$ cat src/rtl/register_file_if.sv
// Write/read bus of the register file.
// master drives write and read addresses; slave returns read data.
interface register_file_if #(
  parameter int DATA_WIDTH = 16,
  parameter int ADDR_WIDTH = 3
);
  logic                  we;
  logic [ADDR_WIDTH-1:0] waddr;
  logic [DATA_WIDTH-1:0] wdata;
  logic [ADDR_WIDTH-1:0] raddr_a;
  logic [DATA_WIDTH-1:0] rdata_a;
  logic [ADDR_WIDTH-1:0] raddr_b;
  logic [DATA_WIDTH-1:0] rdata_b;

  modport master (
    output we, waddr, wdata,
    output raddr_a, raddr_b,
    input  rdata_a, rdata_b
  );

  modport slave (
    input  we, waddr, wdata,
    input  raddr_a, raddr_b,
    output rdata_a, rdata_b
  );
endinterface

$ cat src/rtl/register_file.sv
// 1W/2R register file, r0 hardwired to zero, sync active-high reset.
// Define REGISTER_FILE_BYPASS_EN to forward same-cycle write data to reads.
module register_file #(
  parameter int DATA_WIDTH = 16,
  parameter int ADDR_WIDTH = 3
) (
  input  logic             clk,
  input  logic             rst,
  register_file_if.slave   bus
);
  localparam int NREG = 2 ** ADDR_WIDTH;

  logic [DATA_WIDTH-1:0] regs_q [NREG];
  logic [DATA_WIDTH-1:0] regs_d [NREG];
  logic                  wr_en;
  logic                  hit_a;
  logic                  hit_b;

  assign wr_en = !rst && bus.we && (bus.waddr != '0);

  always_comb begin
    regs_d = regs_q;
    if (rst) begin
      for (int i = 0; i < NREG; i++) regs_d[i] = '0;
    end else if (wr_en) begin
      regs_d[bus.waddr] = bus.wdata;
    end
    regs_d[0] = '0;
  end

  always_ff @(posedge clk) begin
    regs_q <= regs_d;
  end

`ifdef REGISTER_FILE_BYPASS_EN
  assign hit_a = wr_en && (bus.waddr == bus.raddr_a);
  assign hit_b = wr_en && (bus.waddr == bus.raddr_b);
`else
  assign hit_a = 1'b0;
  assign hit_b = 1'b0;
`endif

  // r0 reads as zero even before the first reset
  always_comb begin
    bus.rdata_a = '0;
    if (bus.raddr_a != '0)
      bus.rdata_a = hit_a ? bus.wdata : regs_q[bus.raddr_a];
  end

  always_comb begin
    bus.rdata_b = '0;
    if (bus.raddr_b != '0)
      bus.rdata_b = hit_b ? bus.wdata : regs_q[bus.raddr_b];
  end
endmodule
$ cat src/flat_wrapper.sv
// flat-port wrapper written by rule: the top's interface ports become plain ports
module register_file_flat 
#(
  parameter int DATA_WIDTH = 16,
  parameter int ADDR_WIDTH = 3
)
  (clk, rst, bus_we, bus_waddr, bus_wdata, bus_raddr_a, bus_raddr_b, bus_rdata_a, bus_rdata_b);
  register_file_if #(.DATA_WIDTH(DATA_WIDTH), .ADDR_WIDTH(ADDR_WIDTH)) bus_i ();
  input  logic clk;
  input  logic rst;
  input wire logic [$bits(bus_i.we)-1:0] bus_we;
  input wire logic [$bits(bus_i.waddr)-1:0] bus_waddr;
  input wire logic [$bits(bus_i.wdata)-1:0] bus_wdata;
  input wire logic [$bits(bus_i.raddr_a)-1:0] bus_raddr_a;
  input wire logic [$bits(bus_i.raddr_b)-1:0] bus_raddr_b;
  output wire logic [$bits(bus_i.rdata_a)-1:0] bus_rdata_a;
  output wire logic [$bits(bus_i.rdata_b)-1:0] bus_rdata_b;
  assign bus_i.we = bus_we;
  assign bus_i.waddr = bus_waddr;
  assign bus_i.wdata = bus_wdata;
  assign bus_i.raddr_a = bus_raddr_a;
  assign bus_i.raddr_b = bus_raddr_b;
  assign bus_rdata_a = bus_i.rdata_a;
  assign bus_rdata_b = bus_i.rdata_b;
  register_file #(.DATA_WIDTH(DATA_WIDTH), .ADDR_WIDTH(ADDR_WIDTH)) u_core (.clk(clk), .rst(rst), .bus(bus_i));
endmodule
$ cat config.mk
export PLATFORM = sky130hd
export DESIGN_NAME = register_file_flat
export DESIGN_NICKNAME = d
export VERILOG_FILES = /design/src/rtl/register_file_if.sv /design/src/rtl/register_file.sv /design/src/flat_wrapper.sv
export SDC_FILE = /design/constraint.sdc
export NUM_CORES = 1
export LEC_CHECK = 0
export CORE_ASPECT_RATIO = 0.8
export CORE_MARGIN = 5
export CORE_UTILIZATION = 62
export CTS_CLUSTER_DIAMETER = 80
export DETAILED_ROUTE_END_ITERATION = 16
export HOLD_SLACK_MARGIN = 0.02
export PLACE_DENSITY = 0.86
export SLEW_MARGIN = 25
export SYNTH_ARGS = -nofsm -noshare
export SYNTH_HDL_FRONTEND = slang
export SYNTH_SLANG_ARGS = --single-unit
$ cat constraint.sdc
create_clock -name clk -period 4.45 [get_ports clk]
set_input_delay 0.89 -clock clk [delete_from_list [all_inputs] [get_ports clk]]
set_output_delay 0.89 -clock clk [all_outputs]
set_load 0.05 [all_outputs]
# After elaboration in Yosys (flattened, before gate mapping)
# Index checks and enable logic that the tools add are counted.
dict set report totals {
  register_bits 112
  output_inout_bits 32
}
dict set report op_classes {
  magnitude_cmp 4
  mux 11
  bitwise_logic 3
  n_reduce_logical 7
}
# op count
set op_table {}
lappend op_table {{$bwmux W128} 1}
lappend op_table {{$mux W16} 7}
lappend op_table {{$bmux W16 S3} 2}
lappend op_table {{$demux W16 S3} 1}
lappend op_table {{$ge A4 B4 Y1 const B} 3}
lappend op_table {{$not A3 Y4} 3}
lappend op_table {{$reduce_bool A3 Y1} 3}
lappend op_table {{$lt A4 B1 Y1 const B} 1}
lappend op_table {{$logic_and A1 B1 Y1} 3}
lappend op_table {{$logic_not A1 Y1} 1}

# Longest topological paths before layout
# Gate-level depths: netlist of run 1.
dict set report logic_depth {
  word_depth 6
  mapped_depth 6
  mapped_depth_nobuf 3
}

# Worst setup path after synthesis of run 1
# No wires, ideal clock.
dict set report synth_path {
  kind {input port to output port}
  startpoint {input bus_raddr_a[0]}
  endpoint {output bus_rdata_a[14]}
  arrival_ps 2774
  required_time_ps 3560
  setup_slack_ps 786
  stages 5
  path_cell_list {buf_4 and2_1 clkbuf_1 buf_2 a221oi_1}
}
dict set report synth_between {
  elab_chain_len 5
}
# element line
set synth_lines {}
lappend synth_lines {{start: declaration} flat_wrapper.sv:14} ;# input wire logic [$bits(bus_i.raddr_a)-1:0] bus_raddr_a;
lappend synth_lines {{$not A3 Y4 (implied by the code)} register_file.sv:47} ;# bus.rdata_a = hit_a ? bus.wdata : regs_q[bus.raddr_a];
lappend synth_lines {{$bmux W16 S3} register_file.sv:47}
lappend synth_lines {{$mux W16 (implied by the code) (2 in series)} register_file.sv:47}
lappend synth_lines {{$mux W16 *} register_file.sv:46} ;# if (bus.raddr_a != '0)
lappend synth_lines {{end: declaration} flat_wrapper.sv:16} ;# output wire logic [$bits(bus_i.rdata_a)-1:0] bus_rdata_a;
# Mark *: on every way between the ends. The rest lies on a longest branch, timed or not. The select of a mux whose other input is x is not followed.

# Final worst setup path of run 1
dict set report layout_path {
  startpoint {input bus_raddr_b[0]}
  endpoint {output bus_rdata_b[10]}
}
dict set report layout_between {
  elab_chain_len 5
}
# element line
set layout_lines {}
lappend layout_lines {{start: declaration} flat_wrapper.sv:15} ;# input wire logic [$bits(bus_i.raddr_b)-1:0] bus_raddr_b;
lappend layout_lines {{$not A3 Y4 (implied by the code)} register_file.sv:53} ;# bus.rdata_b = hit_b ? bus.wdata : regs_q[bus.raddr_b];
lappend layout_lines {{$bmux W16 S3} register_file.sv:53}
lappend layout_lines {{$mux W16 (implied by the code) (2 in series)} register_file.sv:53}
lappend layout_lines {{$mux W16 *} register_file.sv:52} ;# if (bus.raddr_b != '0)
lappend layout_lines {{end: declaration} flat_wrapper.sv:17} ;# output wire logic [$bits(bus_i.rdata_b)-1:0] bus_rdata_b;
# Marks and branches as above.

==> results.cfg, run 1 <==
[hold_path]
min_path_type = flip-flop to flip-flop
hold_end = u_core.regs_q[40]
min_from = u_core.regs_q[40]
whs_path_depth = 2

[yosys]
syn_nets = 746
ys_ff_latch = 112
synth_seq_area_share = 0.365
yosysUniqueCellTypes = 26
synth.area.top_cells = dfxtp_1 (37%), mux2i_1 (10%), a21oi_1 (9.1%)
avgSynthCellArea_um2 = 8.55
yosysTopAreaCell = dfxtp_1
synth_top_area_frac = 0.365
ys_warn_count = 0
syn_inst = 718
synth_area_um2 = 6140

[clocking]
cts_sinks = 112
post_cts_buffers = 0
cts_max_path_buffers = 2
cts_resized = 0
cts-root-buf = clkbuf_16
postCtsHoldBufs = 0
clk_pin_slew_worst_paths_ns = 0.08
cts-buffers-inserted = 9
clk_latency_ns = 0.36
cts_tree = built
h-tree-depth = 3

[routing]
drtAntennaViolNets = 0
drc = 0
avgRoutedWirePerCell_um = 23.6
dr.pass1.iters = 6
routed_wl_um = 20200
num_vias = 6313
drt_iter0_drc = 1350
viasPerCell = 7.36

[setup_path]
r2r_start = u_core.regs_q[64]
crit_path_start_kind = primary input
r2r_slack_ns = 3.63
cp_max_fo = 11
end_kind = output port
ff2ff_path_depth = 2
worst-setup-path-type = primary input to output port
rr_endpoint = u_core.regs_q[64]
critPathArrivalTime_ns = 3.19
worstPathRequired_ns = 3.56

[pwr]
leakage_nw = 2.48
power_density_nw_per_um2 = 321
ir_drop_mv = 0.193

[floorplanning]
die_area_um2 = 12000
fp.dieW_um = 121
start_util = 0.636
die_h_um = 99.0
core_area_um2 = 9650
ioPinCount = 60
core.rowCount = 32

[place]
gp_congestion = 0.882
port_buffers = 59
dp_hpwl_um = 12300

[sta]
setup_violations = 0
hold_ws_ns = 0.495
slew_violations = 0
post-route-period-util = 0.917
finalClockSkew_ns = 0
max_freq_mhz = 245
hold_viol = 0
rsz0062_at_grt = false
slew_headroom = 0.266
period_needed_ns = 4.08
fin_tns_setup_ns = 0
worst_pin_slew_ns = 1.10

[flow_run]
cap_violations = 0

[grt]
grt_antenna_before_repair = 0
grt-ovfl-total = 0
grt_pass1_wl_um = 31500
grt_pass1_vias = 5774
grt_max_degree = 98
grt_usage = 0.329

[cells_and_area]
largest_reg_flops = 112
drive_gt1_frac = 0.165
fin_nets = 745
utilization = 0.751
regMostFlops = u_core.regs_q
reg.largest.list = u_core.regs_q (112)
area_growth_pct = 18.0
n_antenna_cell = 0

[run_status]
outcome = complete, no violations
-- stage by stage --
| step | power [mW] | instances | setup WS (ns) | area [µm²] |
|---|---|---|---|---|
| after global placement | 1.48 | 842 | 0.519 | 6930 |
| after floorplan | 1.30 | 718 | 0.786 | 6140 |
| after detailed placement | 1.49 | 842 | 0.454 | 6930 |
| after global routing | 2.38 | 858 | 0.279 | 7240 |
| after CTS | 2.31 | 858 | 0.442 | 7230 |
| final | 2.32 | 858 | 0.371 | 7240 |
-- worst max-delay path, cell delays in order --
cell and delay, ns:
clkdlybuf4s50_1 0.74, buf_4 0.25, nor2b_1 0.19, buf_4 0.23
a221oi_1 0.11, a221oi_1 0.56, buf_12 0.22
-- worst max path at each step --
stage | startpoint | endpoint | slack [ns] | cells after the start
2_1_floorplan | bus_raddr_a[0] | bus_rdata_a[14] | 0.79 | 5
3_3_place_gp | bus_raddr_a[2] | bus_rdata_a[7] | 0.52 | 5
3_5_place_dp | bus_raddr_b[0] | bus_rdata_b[1] | 0.45 | 5
4_1_cts | bus_raddr_a[2] | bus_rdata_a[8] | 0.44 | 5
5_1_grt | bus_raddr_b[0] | bus_rdata_b[10] | 0.28 | 7
6_report | bus_raddr_b[0] | bus_rdata_b[10] | 0.37 | 7
-- report_power, final --
group	internal [mW]	total (mW)	switching (mW)
Sequential	1.01	1.02	0.00982
Clock	0.443	0.840	0.397
Combinational	0.169	0.460	0.291
Total	1.63	2.32	0.697
-- Yosys cell counts --
cell type and instances:
a21oi_1 112, a221oi_1 58, a221oi_2 6, and2_1 3
and3b_1 1, buf_1 3, buf_2 36, buf_4 5
buf_6 10, clkbuf_1 38, dfxtp_1 112, mux2_1 2
mux2_2 30, mux2i_1 64, nand2_1 1, nand2b_1 2
nand3_1 112, nand3b_2 1, nor2_1 1, nor2b_1 6
nor3b_2 1, o21ai_0 89, o21ai_1 21, o21ai_2 2
or2_2 1, or3b_4 1
-- kinds of logic after synthesis --
logic type	count (synthesis)	synth area share
buffers and inverters	92	0.0789
and+or+nand+nor	130	0.112
DFF	112	0.365
AOI/OAI and AO/OA	288	0.281
muxes	96	0.163
-- layout make-up --
cell class                      instances  area (µm²)
Multi-Input combinational cell        514        3450
Fill cell                             686        2400
Sequential cell                       112        2240
Timing Repair Buffer                   80        1080
Clock buffer                            9         225
Tap cell                              136         170
Clock inverter                          7        77.6
-- layer usage --
layer	part of all wire	vias to the layer above	track usage
met5	0	-	0
met1	0.37	2930	0.432
met3	0.14	91	0.0895
li1	-	2719	-
met4	0.043	0	0.131
met2	0.45	573	0.516
-- cells in the final DEF, fill, tap and decap left out, types with 2 or more instances in the layout --
cell type / synthesis / routed
a21oi_1: 112 / 112
a221oi_1: 58 / 58
a221oi_2: 6 / 6
and2_1: 3 / 3
buf_12: 0 / 34
buf_2: 36 / 2
buf_4: 5 / 20
clkbuf_16: 0 / 9
clkdlybuf4s50_1: 0 / 24
dfxtp_1: 112 / 112
inv_6: 0 / 3
mux2_1: 2 / 2
mux2_2: 30 / 30
mux2i_1: 64 / 64
nand2b_1: 2 / 2
nand3_1: 112 / 112
nor2b_1: 6 / 3
nor2b_2: 0 / 2
o21ai_0: 89 / 89
o21ai_1: 21 / 21
o21ai_2: 2 / 2
Power figures use the tool's default switching activity.
==> inputs of run 2 (changes only) <==
--- a/config.mk
+++ b/config.mk
@@ -8,7 +8,6 @@
 export CORE_ASPECT_RATIO = 0.8
 export CORE_MARGIN = 5
 export CORE_UTILIZATION = 62
-export CTS_CLUSTER_DIAMETER = 80
 export DETAILED_ROUTE_END_ITERATION = 16
 export HOLD_SLACK_MARGIN = 0.02
 export PLACE_DENSITY = 0.86
==> results of run 2 <==
Final layout, timing and power as in run 1 (identical DEF).
